$ cat config.mk
export PLATFORM = sky130hd
export DESIGN_NAME = ones_word_packer_flat
export DESIGN_NICKNAME = d
export VERILOG_FILES = /design/src/rtl/ones_word_packer_if.sv /design/src/rtl/ones_word_packer.sv /design/src/flat_wrapper.sv
export SDC_FILE = /design/constraint.sdc
export NUM_CORES = 1
export LEC_CHECK = 0
export CORE_ASPECT_RATIO = 1.4
export CORE_UTILIZATION = 57
export CTS_CLUSTER_DIAMETER = 200
export DETAILED_ROUTE_END_ITERATION = 10
export GPL_ROUTABILITY_DRIVEN = 1
export PLACE_DENSITY = 0.95
export SETUP_SLACK_MARGIN = 0.02
export SYNTH_ARGS = -nofsm -noshare
export SYNTH_HDL_FRONTEND = slang
export SYNTH_SLANG_ARGS = --single-unit
$ cat constraint.sdc
create_clock -name clk -period 5.9 [get_ports clk]
set_input_delay 1.18 -clock clk [delete_from_list [all_inputs] [get_ports clk]]
set_output_delay 1.18 -clock clk [all_outputs]
set_load 0.05 [all_outputs]
$ cat src/rtl/ones_word_packer_if.sv
`default_nettype none
// ============================================================================
// Module   : ones_word_packer_if
// Brief    : Byte-in / word-out stream bundle for ones_word_packer.
//            The master drives bytes and out_ready; the slave (the packer)
//            drives in_ready and the packed word outputs.
// Revision : 1.0 - initial release
// ============================================================================
interface ones_word_packer_if #(
    parameter int FRAME_W = 16
);
    logic [7:0]         in_data;
    logic               in_valid;
    logic               in_last;
    logic               in_ready;
    logic               out_ready;
    logic [31:0]        data;
    logic               data_valid;
    logic               data_last;
    logic [2:0]         data_bytes;
    logic [FRAME_W-1:0] frame_bytes;

    modport master (
        output in_data, in_valid, in_last, out_ready,
        input  in_ready, data, data_valid, data_last, data_bytes, frame_bytes
    );

    modport slave (
        input  in_data, in_valid, in_last, out_ready,
        output in_ready, data, data_valid, data_last, data_bytes, frame_bytes
    );
endinterface
`default_nettype wire

$ cat src/rtl/ones_word_packer.sv
`default_nettype none
// ============================================================================
// Module   : ones_word_packer
// Brief    : Packs a byte stream into zero-padded 32-bit words, reporting the
//            real byte count per word and the (saturating) byte count per
//            frame on the last word of each frame.
// Revision : 1.0 - initial release
// ============================================================================
module ones_word_packer #(
    parameter int BYTE_ORDER = 0,
    parameter int FRAME_W    = 16
) (
    input  wire logic             clk,
    input  wire logic             counter_reset,
    ones_word_packer_if.slave     bus
);
    // FILL: output register empty; HOLD: output register presents a word
    typedef enum logic [0:0] {
        FILL = 1'b0,
        HOLD = 1'b1
    } state_t;

    state_t             state;
    state_t             state_next;
    logic [1:0]         idx;
    logic [23:0]        asm_word;
    logic [FRAME_W-1:0] fcnt;
    logic [FRAME_W-1:0] fcnt_inc;
    logic [31:0]        data_r;
    logic               data_last_r;
    logic [2:0]         data_bytes_r;
    logic [FRAME_W-1:0] frame_bytes_r;
    logic               in_ready;
    logic               accept;
    logic               complete;
    logic               drain;
    logic [31:0]        le_word;
    logic [31:0]        packed_word;

    assign in_ready = !counter_reset && ((state == FILL) || bus.out_ready);
    assign accept   = bus.in_valid && in_ready;
    assign complete = accept && ((idx == 2'd3) || bus.in_last);
    assign drain    = (state == HOLD) && bus.out_ready;
    assign fcnt_inc = (&fcnt) ? fcnt : fcnt + 1'b1;

    assign bus.in_ready    = in_ready;
    assign bus.data        = data_r;
    assign bus.data_valid  = (state == HOLD);
    assign bus.data_last   = data_last_r;
    assign bus.data_bytes  = data_bytes_r;
    assign bus.frame_bytes = frame_bytes_r;

    // Assembled word in little-endian lane order with the incoming byte
    // dropped into lane idx; lanes above idx are still zero from the clear.
    always_comb begin
        le_word = {8'h00, asm_word};
        le_word[{idx, 3'b000} +: 8] = bus.in_data;
    end

    // Final lane mapping applied only when the word is loaded for output
    generate
        if (BYTE_ORDER == 0) begin : g_le
            assign packed_word = le_word;
        end else begin : g_be
            assign packed_word = {le_word[7:0], le_word[15:8],
                                  le_word[23:16], le_word[31:24]};
        end
    endgenerate

    // Output-full flag register
    always_ff @(posedge clk) begin
        if (counter_reset) begin
            state <= FILL;
        end else begin
            state <= state_next;
        end
    end

    // A completing byte always (re)loads, so load takes priority over drain
    always_comb begin
        state_next = state;
        if (complete) begin
            state_next = HOLD;
        end else if (drain) begin
            state_next = FILL;
        end
    end

    // Lane assembly, frame counting and output word register
    always_ff @(posedge clk) begin
        if (counter_reset) begin
            idx           <= 2'd0;
            asm_word      <= 24'd0;
            fcnt          <= '0;
            data_r        <= 32'd0;
            data_last_r   <= 1'b0;
            data_bytes_r  <= 3'd0;
            frame_bytes_r <= '0;
        end else if (accept) begin
            fcnt <= bus.in_last ? '0 : fcnt_inc;
            if (complete) begin
                data_r        <= packed_word;
                data_bytes_r  <= {1'b0, idx} + 3'd1;
                data_last_r   <= bus.in_last;
                frame_bytes_r <= bus.in_last ? fcnt_inc : '0;
                idx           <= 2'd0;
                asm_word      <= 24'd0;
            end else begin
                asm_word <= le_word[23:0];
                idx      <= idx + 2'd1;
            end
        end
    end
endmodule
`default_nettype wire

$ cat src/flat_wrapper.sv
// flat-port wrapper written by rule: the top's interface ports become plain ports
module ones_word_packer_flat 
#(
    parameter int BYTE_ORDER = 0,
    parameter int FRAME_W    = 16
)
  (clk, counter_reset, bus_in_data, bus_in_valid, bus_in_last, bus_out_ready, bus_in_ready, bus_data, bus_data_valid, bus_data_last, bus_data_bytes, bus_frame_bytes);
  ones_word_packer_if #(.FRAME_W(FRAME_W)) bus_i ();
  input  wire logic clk;
  input  wire logic counter_reset;
  input wire logic [$bits(bus_i.in_data)-1:0] bus_in_data;
  input wire logic [$bits(bus_i.in_valid)-1:0] bus_in_valid;
  input wire logic [$bits(bus_i.in_last)-1:0] bus_in_last;
  input wire logic [$bits(bus_i.out_ready)-1:0] bus_out_ready;
  output wire logic [$bits(bus_i.in_ready)-1:0] bus_in_ready;
  output wire logic [$bits(bus_i.data)-1:0] bus_data;
  output wire logic [$bits(bus_i.data_valid)-1:0] bus_data_valid;
  output wire logic [$bits(bus_i.data_last)-1:0] bus_data_last;
  output wire logic [$bits(bus_i.data_bytes)-1:0] bus_data_bytes;
  output wire logic [$bits(bus_i.frame_bytes)-1:0] bus_frame_bytes;
  assign bus_i.in_data = bus_in_data;
  assign bus_i.in_valid = bus_in_valid;
  assign bus_i.in_last = bus_in_last;
  assign bus_i.out_ready = bus_out_ready;
  assign bus_in_ready = bus_i.in_ready;
  assign bus_data = bus_i.data;
  assign bus_data_valid = bus_i.data_valid;
  assign bus_data_last = bus_i.data_last;
  assign bus_data_bytes = bus_i.data_bytes;
  assign bus_frame_bytes = bus_i.frame_bytes;
  ones_word_packer #(.BYTE_ORDER(BYTE_ORDER), .FRAME_W(FRAME_W)) u_core (.clk(clk), .counter_reset(counter_reset), .bus(bus_i));
endmodule
==> qor.txt <==
Die Y = 103 um
CP Max Fanout = 85
Crit Path Class = input port to primary output
H-Tree Depth = 3
Final Max Tran Viols = 0
Synth cell types = 50
1st-iter DRT viols = 402
PD cells = 243 nW/um^2
detailed-route via count = 4,060
hold_sp = u_core.bus.frame_bytes[13]
DRC violations left = 0
post-CTS setup buffers = 0
mean post-synth cell area = 8.23 um^2
core region area = 7030 um^2
critical path startpoint = counter_reset
total of max-cap violations = 0
Syn Nets = 527
outcome = complete, no violations
nature of the critical path startpoint = input port
die footprint = 7680 um^2
PostCTS Resize Cnt = 0
Mapped Cells = 508
CTS tree = yes
RSZ-0062 raised after global routing = no
CTS Hold Buffers Added = 0
EDFF count, synth = 0
area delta synth->final = 20.2%
final core utilization = 0.715
Primary FF master, synth = dfxtp_1
share of flip-flops with an asynchronous set or reset = 0
Fmax achieved = 0.249 GHz
first-pass GRT wire length = 18.0 mm
die width = 74.4 um
Clock Tree Root = clkbuf_8
GR Layer Usage met2 = 0.538
antenna violations before repair = 0
ANT cells = 0
Clock Sinks = 95
met3 GRT Util = 0.0591
Synth Cell Area = 4180 um^2
CTS buffer count = 9
Clk pin slew, worst setup/hold paths = 0.09 ns
DRT Pass-1 Iters = 9
GRT met1 Usage = 0.345
endpoints failing setup = 0
sequential area share after synthesis = 0.455
Clk Latency, worst-skew pair = 0.37 ns
DP Wirelength = 7.55 mm
Hold Crit Class = flop to flop
Hold Vio Cnt, Final = 0
min Tclk post-route = 4.02 ns
vias in the first global route = 3,685
Port Buffers = 66
layout cell share with drive strength beyond 1 = 0.0468
maximum vdd drop = 197 uV
Worst-Margin Slew = 1.31 ns
relative slew slack = 0.115
Via density = 6.25
Clock Skew = 0.00796 ns
synthesized flop and latch total = 95
Final GP Congestion = 0.854
Final ANT Viol Nets = 0
Longest Clk Path Bufs = 2
fin crit share = 0.681
FP Rows = 36
gr usage total = 0.308
R2R Path Start = u_core.idx[0]
Worst EP arrival = 2.84 ns
Final #Nets = 569
Required @ worst endpoint = 4.72 ns
Ys Warns = 0
GR peak layer = met2
WL/cell = 17.5 um
Lkg Pwr = 1.68 nW
I/O pin cnt = 67
setup tns final = 0 ns
final WL = 11.4 mm
CP endpoint kind = primary output
pin count of the biggest net entering global routing = 86
remaining global-route overflow = 0
initial cell density of the core = 0.595
number of fill cells = 560
-- registers in the layout, summed over array words and instances, names as in the netlist --
name,flops
u_core.bus.frame_bytes,16
u_core.fcnt,16
u_core.bus.data_valid,1
u_core.bus.data_last,1
u_core.idx,2
u_core.bus.data,32
u_core.bus.data_bytes,3
u_core.asm_word,24
-- synth_stat cells, types with 2 or more instances --
cell type	number	area, um^2
o31ai_1	3	22.5
a2bb2oi_1	8	70.1
or4_1	4	30.0
a211oi_1	12	90.1
nor2_1	72	270
a21o_1	3	22.5
nor4_2	2	25.0
a22oi_1	25	188
buf_2	11	55.1
a22o_1	7	61.3
xor2_1	3	26.3
and3_1	7	43.8
a21oi_1	28	140
nand3_1	15	75.1
nor3b_1	2	15.0
o21a_1	3	22.5
xnor2_1	4	35.0
o21ai_0	27	135
nor2b_1	4	25.0
clkinv_1	2	7.51
ha_1	6	75.1
a32oi_1	8	70.1
nor3_1	15	75.1
a31oi_1	4	25.0
nor4_1	3	18.8
nand3b_1	2	15.0
dfxtp_1	95	1900
clkbuf_1	26	97.6
nand2_1	64	240
or3_1	2	12.5
nor3_2	3	30.0
inv_1	11	41.3
and4_1	5	43.8
nand4_1	6	37.5
-- layer usage --
metal | vias up | share of wire
met2 | 233 | 0.50
met5 | - | 0
li1 | 1898 | -
met4 | 0 | 0.052
met1 | 1883 | 0.38
met3 | 46 | 0.064
-- area by class of cell --
cell class,count,area [um^2],area share
inverters,13,48.8,0.00971
well taps,95,119,0.0236
clock inverters,6,71.3,0.0142
flip-flops and latches,95,1900,0.378
clock buffers,10,128,0.0254
repair buffers,69,678,0.135
multi-input cells,362,2080,0.414
-- where the power goes --
part	switching, mW	internal (mW)
Clock	0.237	0.198
Combinational	0.0906	0.0364
Sequential	0.00711	0.650
-- through the flow --
step / hold slack (ns) / cells / area, um^2 / power (mW) / setup slack [ns]
after floorplan: 0.457 / 508 / 4180 / 0.753 / 2.82
after global placement: 0.424 / 634 / 4830 / 0.790 / 1.91
after detailed placement: 0.432 / 634 / 4830 / 0.794 / 1.90
after CTS: 0.444 / 650 / 5030 / 1.21 / 1.89
after global routing: 0.464 / 650 / 5030 / 1.25 / 1.80
final: 0.441 / 650 / 5030 / 1.22 / 1.88
-- logic make-up after synthesis --
kind of cell	share of synthesized area
compound gates	0.215
fa+ha+maj	0.0180
xor+xnor	0.0147
mux	0.00509
flops	0.455
simple gates	0.244
buf+inv	0.0491
-- placed cells by master (no fill, tap or decap), types with 8 or more instances in the layout --
cell type / n
a211oi_1: 12
a21oi_1: 28
a22oi_1: 25
a2bb2oi_1: 8
a32oi_1: 8
clkbuf_8: 9
clkdlybuf4s50_1: 65
dfxtp_1: 95
inv_1: 11
nand2_1: 64
nand3_1: 15
nor2_1: 72
nor3_1: 15
o21ai_0: 27
-- worst max-delay path, cell delays in order --
cell and delay (ns):
buf_2 0.09, buf_4 0.67, nor2_1 0.15, clkdlybuf4s50_1 0.74
-- final timing paths --
check        cells past startpoint                    endpoint  slack, ns
max                              4                bus_in_ready       1.88
min                              2  u_core.bus.frame_bytes[13]       0.44
max reg2reg                      7          u_core.asm_word[6]       2.61
min reg2reg                      2  u_core.bus.frame_bytes[13]       0.44
(Power assumes the default switching activity.)
